[config.mk]
export PLATFORM = sky130hd
export DESIGN_NAME = snake_head_mover
export DESIGN_NICKNAME = d
export VERILOG_FILES = /design/src/rtl/snake_head_mover.sv
export SDC_FILE = /design/constraint.sdc
export NUM_CORES = 1
export LEC_CHECK = 0
export CORE_MARGIN = 3
export CORE_UTILIZATION = 64
export CTS_CLUSTER_DIAMETER = 50
export DETAILED_ROUTE_END_ITERATION = 16
export GPL_TIMING_DRIVEN = 0
export PLACE_DENSITY = 0.86
export SYNTH_ARGS = -nofsm -noshare
export SYNTH_HDL_FRONTEND = slang
export SYNTH_SLANG_ARGS = --single-unit
[constraint.sdc]
create_clock -name clk -period 5.6 [get_ports clk]
set_clock_uncertainty 0.15 [all_clocks]
set_input_delay 1.12 -clock clk [delete_from_list [all_inputs] [get_ports clk]]
set_output_delay 1.12 -clock clk [all_outputs]
set_load 0.01 [all_outputs]
[src/rtl/snake_head_mover.sv]
// snake_head_mover: IDLE/RUN/DEAD head stepper on a GRID_W x GRID_H grid, one cell per TICK_DIV cycles.
// Define WRAP_EN to wrap around grid edges; by default an edge move kills the snake (wall_hit).
module snake_head_mover #(
   parameter int GRID_W   = 40,
   parameter int GRID_H   = 30,
   parameter int TICK_DIV = 5000000
) (
   input  logic       clk,
   input  logic       rst_n,
   input  logic [2:0] direction,
   input  logic       enable,
   input  logic       restart,
   output logic [5:0] head_x,
   output logic [5:0] head_y,
   output logic       step,
   output logic       wall_hit,
   output logic [1:0] state
);
   typedef enum logic [1:0] {IDLE = 2'b00, RUN = 2'b01, DEAD = 2'b10} st_t;
   localparam logic [5:0]  X0 = 6'(GRID_W / 2);
   localparam logic [5:0]  Y0 = 6'(GRID_H / 2);
   localparam logic [5:0]  XM = 6'(GRID_W - 1);
   localparam logic [5:0]  YM = 6'(GRID_H - 1);
   localparam logic [23:0] TM = 24'(TICK_DIV - 1);
   st_t         st_q;
   logic [5:0]  x_q, y_q, x_d, y_d;
   logic [2:0]  hd_q, ld_q, cmp_dir;
   logic [23:0] cnt_q;
   logic        step_q, wall_q, legal, tick, rev;
   always_comb begin
      legal   = direction >= 3'd1 && direction <= 3'd4;
      tick    = st_q == RUN && enable && cnt_q == TM;
      // on a move edge the current heading becomes last_dir, so reversal is judged against it
      cmp_dir = tick ? hd_q : ld_q;
      rev     = {direction, cmp_dir} inside {6'o12, 6'o21, 6'o34, 6'o43};
      x_d     = hd_q == 3'd1 ? (x_q == 6'd0 ? XM : x_q - 6'd1) :
                hd_q == 3'd2 ? (x_q == XM ? 6'd0 : x_q + 6'd1) : x_q;
      y_d     = hd_q == 3'd3 ? (y_q == 6'd0 ? YM : y_q - 6'd1) :
                hd_q == 3'd4 ? (y_q == YM ? 6'd0 : y_q + 6'd1) : y_q;
   end
`ifndef WRAP_EN
   logic edge_hit;
   assign edge_hit = (hd_q == 3'd1 && x_q == 6'd0) || (hd_q == 3'd2 && x_q == XM) ||
                     (hd_q == 3'd3 && y_q == 6'd0) || (hd_q == 3'd4 && y_q == YM);
`endif
   always_ff @(posedge clk or negedge rst_n) begin
      if (!rst_n) begin
         st_q   <= IDLE;
         x_q    <= X0;
         y_q    <= Y0;
         hd_q   <= 3'd0;
         ld_q   <= 3'd0;
         cnt_q  <= '0;
         step_q <= 1'b0;
         wall_q <= 1'b0;
      end else if (restart) begin
         st_q   <= IDLE;
         x_q    <= X0;
         y_q    <= Y0;
         hd_q   <= 3'd0;
         ld_q   <= 3'd0;
         cnt_q  <= '0;
         step_q <= 1'b0;
         wall_q <= 1'b0;
      end else begin
         step_q <= 1'b0;
         case (st_q)
            IDLE: if (enable && legal) begin
               st_q  <= RUN;
               hd_q  <= direction;
               ld_q  <= direction;
               cnt_q <= '0;
            end
            RUN: begin
               if (legal && !rev) hd_q <= direction;
               if (enable) cnt_q <= tick ? '0 : cnt_q + 24'd1;
               if (tick) begin
                  ld_q <= hd_q;
`ifdef WRAP_EN
                  x_q    <= x_d;
                  y_q    <= y_d;
                  step_q <= 1'b1;
`else
                  if (edge_hit) begin
                     st_q   <= DEAD;
                     wall_q <= 1'b1;
                  end else begin
                     x_q    <= x_d;
                     y_q    <= y_d;
                     step_q <= 1'b1;
                  end
`endif
               end
            end
            DEAD: ;
            default: st_q <= IDLE;
         endcase
      end
   end
   assign head_x   = x_q;
   assign head_y   = y_q;
   assign step     = step_q;
   assign wall_hit = wall_q;
   assign state    = st_q;
endmodule

==> results.cfg, run 1 <==
[power_and_ir_drop]
power.internal_w = 0.000510
ir_worst_vdd_mv = 0.125
leakage_nw = 1.51
p_per_area_mw_per_mm2 = 193
power.switching_w = 0.000195
pwr-share-comb = 0.152
pwr-share-clk = 0.359
seq_power_share = 0.489
switching_share = 0.277

[synthesis]
yosysWarnings = 0
synth_cell_type_count = 63
synth_fp_nets = 400
synth-seq-cells = 46
synth_edf_count = 0
yosysTopAreaCell = dfrtp_1
seq_area_frac_synth = 0.359
ys.flop_type = dfrtp_1
syn_area_per_cell_sq_um = 8.38
yosys-top-cells-area = dfrtp_1, dfstp_2, nand2_1, nor2_1, a21oi_1
syn_area_sq_mm = 0.00323
async_reset_ff_frac = 1.00
synth_top_area_frac = 0.310
synthCells = 385

[global_route]
grt_pass1_wl_um = 13500
grt-ovfl-total = 0
grt_usage = 0.276
antenna_found_initial = 0
grt_max_degree = 26
grt_pass1_vias = 2973

[routing]
dr.pass1.iters = 5
via_per_inst = 6.47
drt-initial-drc-count = 334
drc = 0
detail-route-antenna-nets = 0
wirelength_um = 8000
vias = 3119
wl_per_cell_um = 16.6

[placed_design]
dp_slack_ps = 1590
dp.cells = 474
dp_hpwl_um = 5730
port_buffers = 21
place_congestion = 0.955

[cts]
clk_latency_ps = 310
ctsResizeCount = 0
cts.path.max_buffers = 2
cts.clk_slew.worst_paths_ps = 90
postCtsSetupBuffers = 0
clock_sinks = 46
holdBufCountCts = 0
root_buffer = clkbuf_8
cts_buffers = 5
h-tree-depth = 2
cts_tree = done

[hold_path]
hold_path_class = reg -> reg
worstHoldStart = wall_hit$_DFFE_PN0P_

[setup_path]
timing.reg2reg.setup_slack_ps = 2590
critPathTopFamily = simple AND/OR/NAND/NOR gates
rr_endpoint = head_y[0]$_DFFE_PN1P_
slowest_delay_ps = 560
cp_num_buf_inv = 2
required_ps = 5620
cp.depth = 8
cpMostUsedCell = nor2_1
cp-start-kind = primary input
slowest_stage = clkdlybuf4s50_1
crit_path_cell_trace = clkdlybuf4s50_1 > and4bb_1 > nand4_1 > nor2_1 > nor2_1 > nor2_1 > clkbuf_1 > nor2_1
reg2reg_from = head_y[0]$_DFFE_PN1P_
crit_type = in -> reg
r2r_cells = 10
crit_end = cnt_q[14]$_DFFE_PN0P_
cp_max_fo = 10
critPathCaptureType = flip-flop
cp_data_arrival_time_ps = 3710
crit_start = enable

[timing]
period_share = 0.659
setup_ws_ps = 1910
fin_crit_ps = 3690
setup_viol = 0
tns_ps = 0
tightest_slew_ps = 616
final-max-slew-violation-count = 0
hold_violations = 0
fmax_mhz = 271
whs_ps = 375
relSlewSlack = 0.585
grt_setup_unrepaired = no

[final_layout]
areaGrowthSynthToFinish_pct = 13.0
multi_input_area_sq_mm = 0.00194
final_layout_size_suffix_gt1_frac = 0.0747
fillers = 381
fin_cells = 482
final-seq-area_sq_mm = 0.00116
num_antenna_cells = 0
finish.net_count = 429

[floorplanning]
core_sq_mm = 0.00479
io_pins = 23
die_h_um = 77.0
die_x_um = 77.0
start_util = 0.674
dieArea_sq_mm = 0.00593
row_count = 25

[job]
drv_cap = 0

[status]
status = complete, no violations
## cell usage in the layout (no fill, tap or decap), types with 8 or more instances in the layout
| cell | synthesis | layout |
|---|---|---|
| clkbuf_1 | 16 | 17 |
| nand4_1 | 14 | 14 |
| nor3_1 | 14 | 14 |
| o21ai_0 | 24 | 24 |
| ha_1 | 8 | 8 |
| xnor2_1 | 8 | 8 |
| xor2_1 | 12 | 12 |
| nor2_1 | 35 | 35 |
| a21oi_1 | 25 | 25 |
| inv_1 | 11 | 11 |
| nand3_1 | 18 | 18 |
| and3_1 | 10 | 10 |
| dfrtp_1 | 40 | 40 |
| nand2_1 | 36 | 36 |
| clkdlybuf4s50_1 | 0 | 20 |
## through the flow
stage / util / area (sq um) / total power, W
floorplan: - / 3230 / 0.000421
detailed placement: 0.739 / 3530 / 0.000456
finish: 0.762 / 3640 / 0.000705
global placement: 0.735 / 3520 / 0.000452
global route: 0.762 / 3640 / 0.000735
CTS: 0.762 / 3640 / 0.000704
## power by group through the flow
stage / clock network, W / registers (W) / logic [W]
after detailed placement: 0 / 0.000351 / 0.000105
final: 0.000253 / 0.000345 / 0.000107
after global routing: 0.000271 / 0.000346 / 0.000119
after global placement: 0 / 0.000350 / 0.000101
after floorplan: 0 / 0.000349 / 0.0000721
after CTS: 0.000254 / 0.000344 / 0.000106
## layout make-up
cell class                 instances  share of cell area
multi-input combinational        308               0.532
sequential                        46               0.318
timing repair buffer              22              0.0618
buffer                            20              0.0237
tap                               67              0.0230
clock buffer                       6              0.0199
inverter                          11              0.0113
clock inverter                     2              0.0103
## cell families after synthesis
| group | Yosys count | synth area share |
|---|---|---|
| buffers and inverters | 31 | 0.0396 |
| AND/OR/NAND/NOR | 177 | 0.305 |
| flip-flops | 46 | 0.359 |
| adder cells (fa/ha/maj) | 8 | 0.0310 |
| AO/OA/AOI/OAI | 98 | 0.193 |
| XOR/XNOR | 20 | 0.0543 |
| multiplexers | 5 | 0.0175 |
## worst min path at each step
stage | endpoint | slack, ps | cells past startpoint
after CTS | cnt_q[2]$_DFFE_PN0P_ | 390 | 1
final | wall_hit$_DFFE_PN0P_ | 380 | 2
after floorplan | ld_q[1]$_DFFE_PN0P_ | 310 | 2
after global routing | wall_hit$_DFFE_PN0P_ | 420 | 2
after global placement | cnt_q[0]$_DFFE_PN0P_ | 350 | 1
after detailed placement | wall_hit$_DFFE_PN0P_ | 370 | 2
## cells in the mapped netlist (all sizes together), types with 3 or more instances
master / instances
a21o: 3
a21oi: 25
a22o: 3
a31o: 3
a31oi: 6
and2: 4
and3: 10
and4: 3
buf: 4
clkbuf: 16
dfrtp: 40
dfstp: 6
ha: 8
inv: 11
mux2i: 3
nand2: 36
nand2b: 3
nand3: 18
nand3b: 4
nand4: 15
nor2: 35
nor3: 15
nor4: 6
nor4b: 4
o21a: 3
o21ai: 28
o31ai: 4
or3: 5
or4: 4
or4b: 3
xnor2: 8
xor2: 12
## worst min-delay path, delay by kind of cell, from the launching register on
kind / cells / cell delay, ps
DFF: 1 / 370
and+or+nand+nor: 1 / 80
AOI/OAI and AO/OA: 1 / 50
## layer usage
layer | vias to the layer above | routed length, um | part of all wire | track usage
met4 | 0 | 124 | 0.015 | 0.0996
met1 | 1491 | 3360 | 0.42 | 0.347
met2 | 135 | 4060 | 0.51 | 0.485
met3 | 15 | 465 | 0.058 | 0.0340
met5 | - | 0 | 0 | 0
li1 | 1478 | - | - | -
## flip-flops by register name, indices dropped and copies added, names as in the netlist
signal / count
hd_q: 3
state: 2
ld_q: 3
head_y: 6
wall_hit: 1
cnt_q: 24
head_x: 6
step: 1
(Power assumes the default switching activity.)
==> inputs of run 2 (changes only) <==
CORE_UTILIZATION = 59   (was 64)
PLACE_DENSITY = 0.8   (was 0.86)
clock period = 3.6 ns   (was 5.6 ns; I/O delays follow)
==> run 2 against run 1 <==
  * First-iteration DRC count down 30%
  * Register-to-register slack got worse by 1900 ps
  * Non-clock buffer count unchanged
  * Largest cell class unchanged
  * Final cell count rose by 0.62%
  * Critical path type unchanged
  * Total power increased by 56%
  * Cell area up 0.21%
  * Highest routed layer unchanged
  * Setup slack worse by 1600 ps
==> results.cfg, run 2 (synthesized netlist as in run 1, its figures left out) <==
[routing]
top_layer = met4
met2_length_um = 3810
drt-met1-wl_um = 3530
dr.pass1.iters = 5
wl_per_cell_um = 16.6
vias = 3152
via_per_inst = 6.50
met3_length_um = 514
wirelength_um = 8030
drc = 0
detail-route-antenna-nets = 0
drt-initial-drc-count = 233

[cts]
cts.clk_slew.worst_paths_ps = 90
ctsResizeCount = 0
holdBufCountCts = 0
postCtsSetupBuffers = 0
clk_latency_ps = 310
cts.path.max_buffers = 2
clock_sinks = 46
cts_tree = done
cts_buffers = 5
root_buffer = clkbuf_8
h-tree-depth = 2

[final_layout]
layout_common_cells = dfrtp_1, nand2_1, nor2_1
fin_cells = 485
final_common_cell = dfrtp_1
areaGrowthSynthToFinish_pct = 13.2
regMostFlops = cnt_q
finish.net_count = 429
final_layout_size_suffix_gt1_frac = 0.0771
fin_area_sq_mm = 0.00365
largest_reg_flops = 24
num_antenna_cells = 0

[timing]
relSlewSlack = 0.607
final-max-slew-violation-count = 0
setup_viol = 0
tns_ps = 0
grt_setup_unrepaired = no
hold_violations = 0
fin_crit_ps = 3300
fmax_mhz = 303
tightest_slew_ps = 584
period_share = 0.918
setup_ws_ps = 297

[global_route]
grt_pass1_wl_um = 13600
grt_max_degree = 35
grt_usage = 0.270
grt-ovfl-total = 0
grt_pass1_vias = 2873
antenna_found_initial = 0

[setup_path]
required_ps = 3620
crit_path_cell_trace = clkdlybuf4s50_1 > and4bb_1 > nand4_1 > nor2_1 > nor2_1 > nor2_1 > clkbuf_1 > nor2_1
crit_type = in -> reg
cp_max_fo = 10
cp_data_arrival_time_ps = 3330
slowest_stage = clkdlybuf4s50_1
critPathCaptureType = flip-flop
cpMostUsedCell = nor2_1
slowest_delay_ps = 590
cp-start-kind = primary input

[placed_design]
placed_area_sq_mm = 0.00354
dp.cells = 477
port_buffers = 21
place_congestion = 0.933
dp_hpwl_um = 5800
dp_slack_ps = -28.1

[power_and_ir_drop]
p_per_area_mw_per_mm2 = 302
pwr-share-comb = 0.153
pwr-share-clk = 0.361
leakage_nw = 1.50
seq_power_share = 0.486
switching_share = 0.281
ir_worst_vdd_mv = 0.266
total_power_w = 0.00110
power.internal_w = 0.000792
power.switching_w = 0.000310

[status]
status = complete, no violations

[floorplanning]
core_sq_mm = 0.00520
start_util = 0.620
row_count = 26
die_x_um = 79.9
dieArea_sq_mm = 0.00639
die_h_um = 79.9
io_pins = 23

[hold_path]
hold_path_class = in -> async

[job]
drv_cap = 0
-- run 2: cell types whose count changed in the layout (fill, tap and decap cells not counted) --
| cell | delta |
|---|---|
| clkinvlp_4 | +1 |
| clkbuf_1 | -1 |
-- run 2: area by class of cell --
cell class	instances	area (sq um)
inverters	11	41.3
clock inverters	3	45.0
plain buffers	20	86.3
clock buffers	5	68.8
fillers	436	1550
repair buffers	22	225
well taps	70	87.6
flip-flops and latches	46	1160
multi-input cells	308	1940
-- run 2: critical path: cells and delay by family --
family        cells  cell delay (ps)
simple gates      6             1610
buf+inv           2              990
-- run 2: worst paths after layout --
kind                                  startpoint                    end  slack, ps  cells after the start
max in group asynchronous                  rst_n  head_x[2]$_DFFE_PN1P_       2620                      2
max                                       enable  cnt_q[14]$_DFFE_PN0P_        300                      8
min reg2reg                  ld_q[1]$_DFFE_PN0P_    ld_q[1]$_DFFE_PN0P_        360                      2
max reg2reg                head_y[0]$_DFFE_PN1P_  head_y[5]$_DFFE_PN0P_        690                     10
min                                        rst_n  head_x[3]$_DFFE_PN0P_        140                      1
min in group clk             ld_q[1]$_DFFE_PN0P_    ld_q[1]$_DFFE_PN0P_        360                      2
-- run 2: per-layer routing --
metal,vias up,global-route usage
li1,1490,-
met1,1508,0.363
met2,132,0.435
met3,22,0.0440
met4,0,0.101
met5,-,0
-- run 2: metrics by stage --
| stage | hold slack, ps | util |
|---|---|---|
| 2_1_floorplan | 274 | - |
| 3_3_place_gp | 343 | 0.677 |
| 3_5_place_dp | 347 | 0.680 |
| 4_1_cts | 137 | 0.702 |
| 5_1_grt | 149 | 0.702 |
| 6_report | 142 | 0.702 |
-- run 2: power groups by stage --
stage	combinational [W]	clock, W	sequential (W)
after global routing	0.000185	0.000425	0.000537
final	0.000169	0.000398	0.000535
after CTS	0.000167	0.000409	0.000535
after global placement	0.000160	0	0.000545
after floorplan	0.000112	0	0.000543
after detailed placement	0.000165	0	0.000545
